`src/rtl/uart_pkg.sv`:
```
// Shared UART transmit definitions: FSM state encoding, baud-rate codes and
// the elaboration-time clock-divisor table.
package uart_pkg;

    typedef enum logic [2:0] {
        ST_IDLE   = 3'd0,
        ST_START  = 3'd1,
        ST_DATA   = 3'd2,
        ST_PARITY = 3'd3,
        ST_STOP   = 3'd4
    } tx_state_e;

    localparam logic [2:0] BAUD_300    = 3'd0;
    localparam logic [2:0] BAUD_1200   = 3'd1;
    localparam logic [2:0] BAUD_4800   = 3'd2;
    localparam logic [2:0] BAUD_9600   = 3'd3;
    localparam logic [2:0] BAUD_19200  = 3'd4;
    localparam logic [2:0] BAUD_38400  = 3'd5;
    localparam logic [2:0] BAUD_57600  = 3'd6;
    localparam logic [2:0] BAUD_115200 = 3'd7;

    // Wide enough for the 300 baud divisor at 50 MHz (10417)
    localparam int DIV_W = 14;

    typedef logic [7:0][DIV_W-1:0] div_table_t;

    function automatic int baud_rate(input logic [2:0] code);
        case (code)
            BAUD_300:    return 300;
            BAUD_1200:   return 1200;
            BAUD_4800:   return 4800;
            BAUD_9600:   return 9600;
            BAUD_19200:  return 19200;
            BAUD_38400:  return 38400;
            BAUD_57600:  return 57600;
            default:     return 115200;
        endcase
    endfunction

    // Rounded clk cycles per sample tick, evaluated only at elaboration so no
    // runtime divider is built.
    function automatic div_table_t divisor_table(input int clk_hz, input int os);
        div_table_t t;
        int den;
        t = '0;
        for (int i = 0; i < 8; i++) begin
            den  = os * baud_rate(3'(i));
            t[i] = DIV_W'((clk_hz + den / 2) / den);
        end
        return t;
    endfunction

endpackage

```
`src/rtl/uart_baud_controller.sv`:
```
// Sample-tick generator: one-cycle sample_tick every divisor clk cycles for the
// selected baud code; restart holds the divider at zero.
module uart_baud_controller
    import uart_pkg::*;
#(
    parameter int CLK_FREQ_HZ = 50_000_000,
    parameter int OVERSAMPLE  = 16
) (
    input  logic       clk,
    input  logic       reset,
    input  logic [2:0] baud_select,
    input  logic       restart,
    output logic       sample_tick
);

    localparam div_table_t DIV_TAB = divisor_table(CLK_FREQ_HZ, OVERSAMPLE);

    logic [DIV_W-1:0] cnt;
    logic [DIV_W-1:0] div;

    assign div         = DIV_TAB[baud_select];
    assign sample_tick = !restart && (cnt == div - DIV_W'(1));

    always_ff @(posedge clk or negedge reset) begin
        if (!reset)
            cnt <= '0;
        else if (restart || sample_tick)
            cnt <= '0;
        else
            cnt <= cnt + DIV_W'(1);
    end

endmodule

```
`src/rtl/uart_transmitter.sv`:
```
// UART transmit engine: start, 8 data bits LSB-first, optional even parity
// (UART_TX_PARITY_EN), stop; 16x oversampled bit timing, registered TxD/Tx_BUSY.
module uart_transmitter
    import uart_pkg::*;
#(
    parameter int CLK_FREQ_HZ = 50_000_000,
    parameter int OVERSAMPLE  = 16
) (
    input  logic       clk,
    input  logic       reset,
    input  logic [7:0] Tx_DATA,
    input  logic [2:0] baud_select,
    input  logic       Tx_WR,
    input  logic       Tx_EN,
    output logic       TxD,
    output logic       Tx_BUSY
);

    localparam int TICK_W = $clog2(OVERSAMPLE);

    tx_state_e         state_q, state_d;
    logic [2:0]        bit_idx, idx_d;
    logic [7:0]        data_q;
    logic [2:0]        baud_q;
    logic [TICK_W-1:0] tick_cnt;
    logic              sample_tick, bit_done, accept;
    logic              txd_d, busy_d;

    assign accept   = Tx_EN && Tx_WR && !Tx_BUSY;
    assign bit_done = sample_tick && (tick_cnt == TICK_W'(OVERSAMPLE - 1));

    // Divider is held cleared while idle so the accept edge starts a fresh bit
    uart_baud_controller #(
        .CLK_FREQ_HZ (CLK_FREQ_HZ),
        .OVERSAMPLE  (OVERSAMPLE)
    ) u_baud (
        .clk         (clk),
        .reset       (reset),
        .baud_select (baud_q),
        .restart     ((state_q == ST_IDLE) || !Tx_EN),
        .sample_tick (sample_tick)
    );

    always_ff @(posedge clk or negedge reset) begin
        if (!reset) begin
            state_q <= ST_IDLE;
            bit_idx <= '0;
        end else begin
            state_q <= state_d;
            bit_idx <= idx_d;
        end
    end

    always_comb begin
        state_d = state_q;
        idx_d   = bit_idx;
        if (!Tx_EN) begin
            state_d = ST_IDLE;
            idx_d   = '0;
        end else begin
            case (state_q)
                ST_IDLE:   if (accept) state_d = ST_START;
                ST_START: begin
                    idx_d = '0;
                    if (bit_done) state_d = ST_DATA;
                end
                ST_DATA: begin
                    if (bit_done) begin
                        if (bit_idx == 3'd7) begin
`ifdef UART_TX_PARITY_EN
                            state_d = ST_PARITY;
`else
                            state_d = ST_STOP;
`endif
                            idx_d = '0;
                        end else begin
                            idx_d = bit_idx + 3'd1;
                        end
                    end
                end
                ST_PARITY: if (bit_done) state_d = ST_STOP;
                ST_STOP:   if (bit_done) state_d = ST_IDLE;
                default:   state_d = ST_IDLE;
            endcase
        end
    end

    // Outputs decoded from the next state so the flops present the new bit
    // in the same cycle the state register changes.
    always_comb begin
        txd_d  = 1'b1;
        busy_d = (state_d != ST_IDLE);
        case (state_d)
            ST_START:  txd_d = 1'b0;
            ST_DATA:   txd_d = data_q[idx_d];
            ST_PARITY: txd_d = ^data_q;
            default:   txd_d = 1'b1;
        endcase
    end

    always_ff @(posedge clk or negedge reset) begin
        if (!reset) begin
            TxD      <= 1'b1;
            Tx_BUSY  <= 1'b0;
            data_q   <= '0;
            baud_q   <= '0;
            tick_cnt <= '0;
        end else begin
            TxD     <= txd_d;
            Tx_BUSY <= busy_d;
            if (accept) begin
                data_q <= Tx_DATA;
                baud_q <= baud_select;
            end
            if (state_q == ST_IDLE || state_d == ST_IDLE)
                tick_cnt <= '0;
            else if (bit_done)
                tick_cnt <= '0;
            else if (sample_tick)
                tick_cnt <= tick_cnt + TICK_W'(1);
        end
    end

endmodule

```
`config.mk`:
```
export PLATFORM = sky130hd
export DESIGN_NAME = uart_transmitter
export DESIGN_NICKNAME = d
export VERILOG_FILES = /design/src/rtl/uart_pkg.sv /design/src/rtl/uart_baud_controller.sv /design/src/rtl/uart_transmitter.sv
export SDC_FILE = /design/constraint.sdc
export NUM_CORES = 1
export LEC_CHECK = 0
export ABC_CLOCK_PERIOD_IN_PS = 4760
export BUFFER_PORTS_ARGS = -buffer_cell sky130_fd_sc_hd__buf_2
export CORE_UTILIZATION = 45
export DETAILED_ROUTE_END_ITERATION = 6
export PLACE_DENSITY = 0.61
export SYNTH_ARGS = -nofsm -noshare
export SYNTH_HDL_FRONTEND = slang
export SYNTH_SLANG_ARGS = --single-unit
```
`constraint.sdc`:
```
create_clock -name clk -period 4.76 [get_ports clk]
set_input_delay 0.476 -clock clk [delete_from_list [all_inputs] [get_ports clk]]
set_output_delay 0.476 -clock clk [all_outputs]
set_load 0.02 [all_outputs]
```
Word level (Yosys, flattened, before mapping)
Memories as Yosys holds them, arrays and structs flattened.
Index checks and enable logic that the tools add are counted.
W data, S select, Z words.
- bits in registers: 37
- bits in latches: 0
- bits in writable memories: 0
- bits in read-only memories: 112
- input bits: 15
- output and inout port bits: 2
- word-level logic and storage cells: 60
- memories kept: 1
- $add $sub $neg: 4
- multipliers: 0
- divide/modulo/power cells: 0
- $lt $le $gt $ge: 2
- eq/ne operators: 10
- shift operators: 0
- mux-type cells: 20
- bitwise logic cells: 0
- reductions and logical operators: 15
- memories (name ; words ; width ; rd ports ; clocked after Yosys merged registers in ; write ports ; RTL line ; source):
    (no name shown) ; 8 ; 14 ; 1 ; 0 ; 0 ; uart_baud_controller.sv:21 ; assign div = DIV_TAB[baud_select];
- operators by type and width (cell ; number):
    $mux W3 ; 10
    $mux W14 ; 2
    $pmux W3 S5 ; 1
    $add A14 B1 Y14 const B ; 1
    $eq A14 B14 Y1 ; 1
    $sub A14 B1 Y14 const B ; 1
    $eq A3 B2 Y1 const B ; 4
    $mux W4 ; 3
    $lt A3 B4 Y1 const B ; 2
    $reduce_xor A8 Y1 ; 1
    $eq A3 B1 Y1 const B ; 2
    $eq A3 B3 Y1 const B ; 2
    $logic_not A3 Y1 ; 2
    $pmux W3 S2 ; 1
    $reduce_bool A3 Y1 ; 2
    $add A4 B1 Y4 const B ; 1
    $eq A4 B4 Y1 const B ; 1
    $logic_and A1 B1 Y1 ; 4
    $add A3 B1 Y3 const B ; 1
    $bmux W1 S3 ; 1
    $logic_not A1 Y1 ; 3
    $logic_or A1 B1 Y1 ; 3
    $pmux W1 S3 ; 1
    $mux W1 ; 1

Longest topological paths before layout
- word-level depth: 12
- mapped depth: 15
- gate-level depth less buffers: 14

Cells and area by module
Synthesis repeated with hierarchy kept, for this count alone.
- cells, all modules: 292
- area, all modules: 2855.2 um2
- by module, submodules not included (module ; times used ; cells each ; area an instance (um2) ; sequential area each (um2)):
    uart_baud_controller ; 1 ; 168 ; 1500.2 ; 350.3
    uart_transmitter ; 1 ; 124 ; 1355.0 ; 576.8

Least setup slack after synthesis
OpenSTA, ideal clock, no wires.
- kind: register -> register
- from: register baud_q[1]
- to: register TxD
- setup time: 0.078 ns
- data arrival time: 3.788 ns
- data required time: 4.682 ns
- slack: 0.894 ns
- cell stages (with the launch flop): 16
- path buffers: 1
- clock period less this slack: 3.866 ns
- path through: dfrtp_1 -> buf_4 -> inv_1 -> ha_1 -> mux2_2 -> ha_1 -> or4bb_1 -> a22oi_2 -> and4_1 -> o22ai_2 -> nor4_2 -> and2_2 -> mux2_2 -> and3_1 -> a221o_1 -> a41oi_2
- word-level cells in the longest chain between the ends: 12
- elaborated cells between the ends (all ways): 21
- classes of those cells: add/sub: 1; eq/ne: 4; mux: 13; reduce/logical: 2; memory: 1
- RTL lines (item ; RTL line ; source):
    start, declared ; uart_transmitter.sv:24 ; logic [2:0] baud_q;
    start signal, assigned ; uart_transmitter.sv:113 ; baud_q <= baud_select;
    $mem_v2 Z8 W14 * ; -- ;
    $mux W14 (implied by the code) * ; uart_baud_controller.sv:21 ;
    $sub A14 B1 Y14 * ; uart_baud_controller.sv:22 ; assign sample_tick = !restart && (cnt == div - DIV_W'(1));
    $eq A14 B14 Y1 * ; uart_baud_controller.sv:22 ;
    $logic_and A1 B1 Y1 * ; uart_baud_controller.sv:22 ;
    $logic_and A1 B1 Y1 * ; uart_transmitter.sv:30 ; assign bit_done = sample_tick && (tick_cnt == TICK_W'(OVERSAMPLE - 1));
    $mux W3 ; uart_transmitter.sv:68 ; if (bit_done) begin
    $pmux W3 S2 ; uart_transmitter.sv:61 ; case (state_q)
    $mux W3 ; uart_transmitter.sv:57 ; if (!Tx_EN) begin
    $bmux W1 S3 ; uart_transmitter.sv:95 ; ST_DATA: txd_d = data_q[idx_d];
    $mux W1 (implied by the code) ; uart_transmitter.sv:95 ;
    $pmux W1 S3 * ; uart_transmitter.sv:93 ; case (state_d)
    via txd_d ; uart_transmitter.sv:27 ; logic txd_d, busy_d;
    end signal, assigned ; uart_transmitter.sv:109 ; TxD <= txd_d;
    end, declared ; uart_transmitter.sv:15 ; output logic TxD,
Mark *: on every way through the listed nets, which the timed path passes. The rest lies on a longest branch. The select of a mux whose other input is x is not followed.
A chain may end at the register's enable or synchronous reset.

Worst setup path after layout
Ends and elaborated chain as after synthesis.

==> impl_results.md <==
- Num CTS Buffers: 5
- Hold slack: between 200 and 300 ps
- Vias post-DR: between 2k and 2.5k
- Sum Neg Setup Slack: 0 ps
- Final Setup Violations: 0
- Final HPWL DP: approximately 4000 um
- Post-Route WL: roughly 5600 um
- GRT Total Usage: between 10% and 20%
- Worst-Margin Slew: around 830 ps
- Register area share after synthesis: 33.6%
- GP Congestion: between 0.8 and 0.9
- Fmax: 0.234 GHz
- Row count: 28
- Via-to-Cell Ratio: 5.54
- Worst-path fanout max: 15
- Crit. End Element: register
- Total power: around 940 uW
- PwrDens: 314 nW/um2
- Crit path time final: between 4000 and 5000 ps
- Yosys top cell area share: approximately a third
- Clock Sink Count: 37
- Distinct cells, synth: 69
- Layout cells sized above 1: between 20% and 30%
- Vias in the first global route: approximately 1.8k
- Clk_skew: ~7 ps
- Number of synthesized flops with an enable pin: 0
- Pleak: 1.25 nW
- Die W: about 80 um
- Post-Syn Area per Cell: just under 10 um2
- Worst setup margin: between 400 and 500 ps
- Critical Path AT: around 4500 ps
- Relative slew margins: 44.6%
- Syn nets: a little over 300
- Initial Util: a little under half
- Commonest non-fill, non-tap cells in the layout: dfrtp_1 (36), nor2_1 (31), nand2_1 (18)
- Worst EP required: roughly 5000 ps
- ANT cells: 0
- Final Hold Violating Endpoints: 0
- Netlist Area Pre-Place: between 2000 and 3000 um2
- First-pass GRT wire length: about 9300 um
- Synth async-reset ratio: 100%
- Htree depth: 2
- CP max stage delay: roughly 570 ps
- Maxcap violations: 0
- Slowest cell on the critical path: or4bb_1
- Nets@finish: between 300 and 400
- Ratio of final minimum period to clock period: between 80% and 90%
- Die ar.: between 6000 and 7000 um2
- Critical path launch point type: register
- Top cells by area, synth: dfrtp_1 (33%), mux2_2 (5.7%), ha_1 (5.4%)
- Slew Limit Fails: 0
- Cts hold-fix bufs: 0
- Clk_lat worst skew: about 290 ps
- Routed len/inst: 15.1 um
- Cts repair resizes: 0
- CP cell instances: inv_1, ha_1, mux2_2, ha_1, or4bb_1, a22oi_2, and4_1, o22ai_2, nor4_2, and2_2, mux2_2, and3_1, a221o_1, a41oi_2
- Yosys top cell by area: dfrtp_1
- Cells after Synth: approximately 280
- CP Class: register to register
- RSZ-0062 raised after global routing: no
- Status: finished clean
- Commonest non-fill, non-tap cell in the layout: dfrtp_1
- Synth warnings: 0
- CTS tree: yes
- Root Buffer: clkbuf_8
- Top_reg_cell synth: dfrtp_1
- First-pass DRT Iterations: 7
- Initial antenna violation count: 0
- Setup WS pre-CTS: 566 ps
- IO Port Bufs: 16
- Synthesis-to-finish area growth: 7.93%
- Post-DRT Antenna Nets: 0
- GRT overflow: 0
- Setup Fix Bufs, Post-CTS: 0
- Largest net degree at the start of global routing: 38
- DRC: 0
- Core area: 5920 um2
- Synthesized flop and latch total: 37
- I/O pins: 17
- 1st-iter DRT viols: 82
- Clock buffer depth: 2
- Hold crit path type: input port to async pin
- VDD IR max: between 0.15 and 0.2 mV
- Chip height: between 80 and 90 um
- Clock slew at reported path FFs: ~70 ps
## critical path: cells and delay by family (launching register included)
kind                     cells  cell delay, ps
AO/OA/AOI/OAI                4             880
flip-flops                   1             530
AND/OR/NAND/NOR              5            1650
adder cells (fa/ha/maj)      2             390
buffers and inverters        1             260
multiplexers                 2             480
## metrics by stage
step                      std cells  cell area [um2]  utilization [%]
after floorplan                 279             2760                -
after global placement          361             2870             48.5
after detailed placement        361             2870             48.5
after CTS                       369             2980             50.4
after global routing            369             2980             50.4
final                           369             2980             50.4
## cell usage after synthesis, types with 4 or more instances
cell type and instances:
ha_1 12, or3_2 4, dfrtp_1 36, nand2_1 18
xor2_1 14, inv_1 7, and3_1 4, nor2_1 31
mux2_2 14, a21oi_1 9, nand3b_1 5, mux2i_1 6
xnor2_1 15, nand3_1 15
## cells by family after synthesis
kind of cell	count (synthesis)	share of synthesized area, %
AO/OA/AOI/OAI	47	14.5
XOR/XNOR	29	9.19
adder cells (fa/ha/maj)	12	5.43
buffers and inverters	17	3.62
flip-flops	37	33.6
multiplexers	21	8.83
AND/OR/NAND/NOR	116	24.8
## final cells by class
class | instances | area [um2]
clock inverters | 2 | 38.8
well taps | 75 | 93.8
clock buffers | 6 | 72.6
multi-input cells | 225 | 1740
inverters | 7 | 26.3
fillers | 545 | 2940
repair buffers | 17 | 87.6
flip-flops and latches | 37 | 927
## registers in the layout (all words and copies together), names as in the netlist
register,flops
TxD,1
Tx_BUSY,1
baud_q,3
bit_idx,3
data_q,8
state_q,3
tick_cnt,4
u_baud.cnt,14
## per-layer routing
layer / wire length, um / part of all wire, % / global-route usage (%)
met4: 90 / 1.6 / 6.61
met1: 2910 / 52 / 27.3
met3: 127 / 2.3 / 3.52
met5: 0 / 0 / 0
met2: 2440 / 44 / 28.0
## power by group
group          internal (mW)  leakage, nW  switching [mW]  total, mW
sequential             0.335        0.488          0.0315      0.366
combinational          0.143        0.702           0.155      0.298
clock                  0.157       0.0554           0.114      0.272
total                  0.635         1.25           0.301      0.936
## final timing paths
check                      slack [ps]  cells past startpoint            end       start
min reg2reg                       550                      1      data_q[4]   data_q[4]
min in group clk                  420                      2      data_q[7]  Tx_DATA[7]
max                               490                     14            TxD   baud_q[1]
min                               290                      1      baud_q[1]       reset
max in group asynchronous        3950                      1  u_baud.cnt[4]       reset
max reg2reg                       490                     14            TxD   baud_q[1]
(Power assumes the default switching activity.)
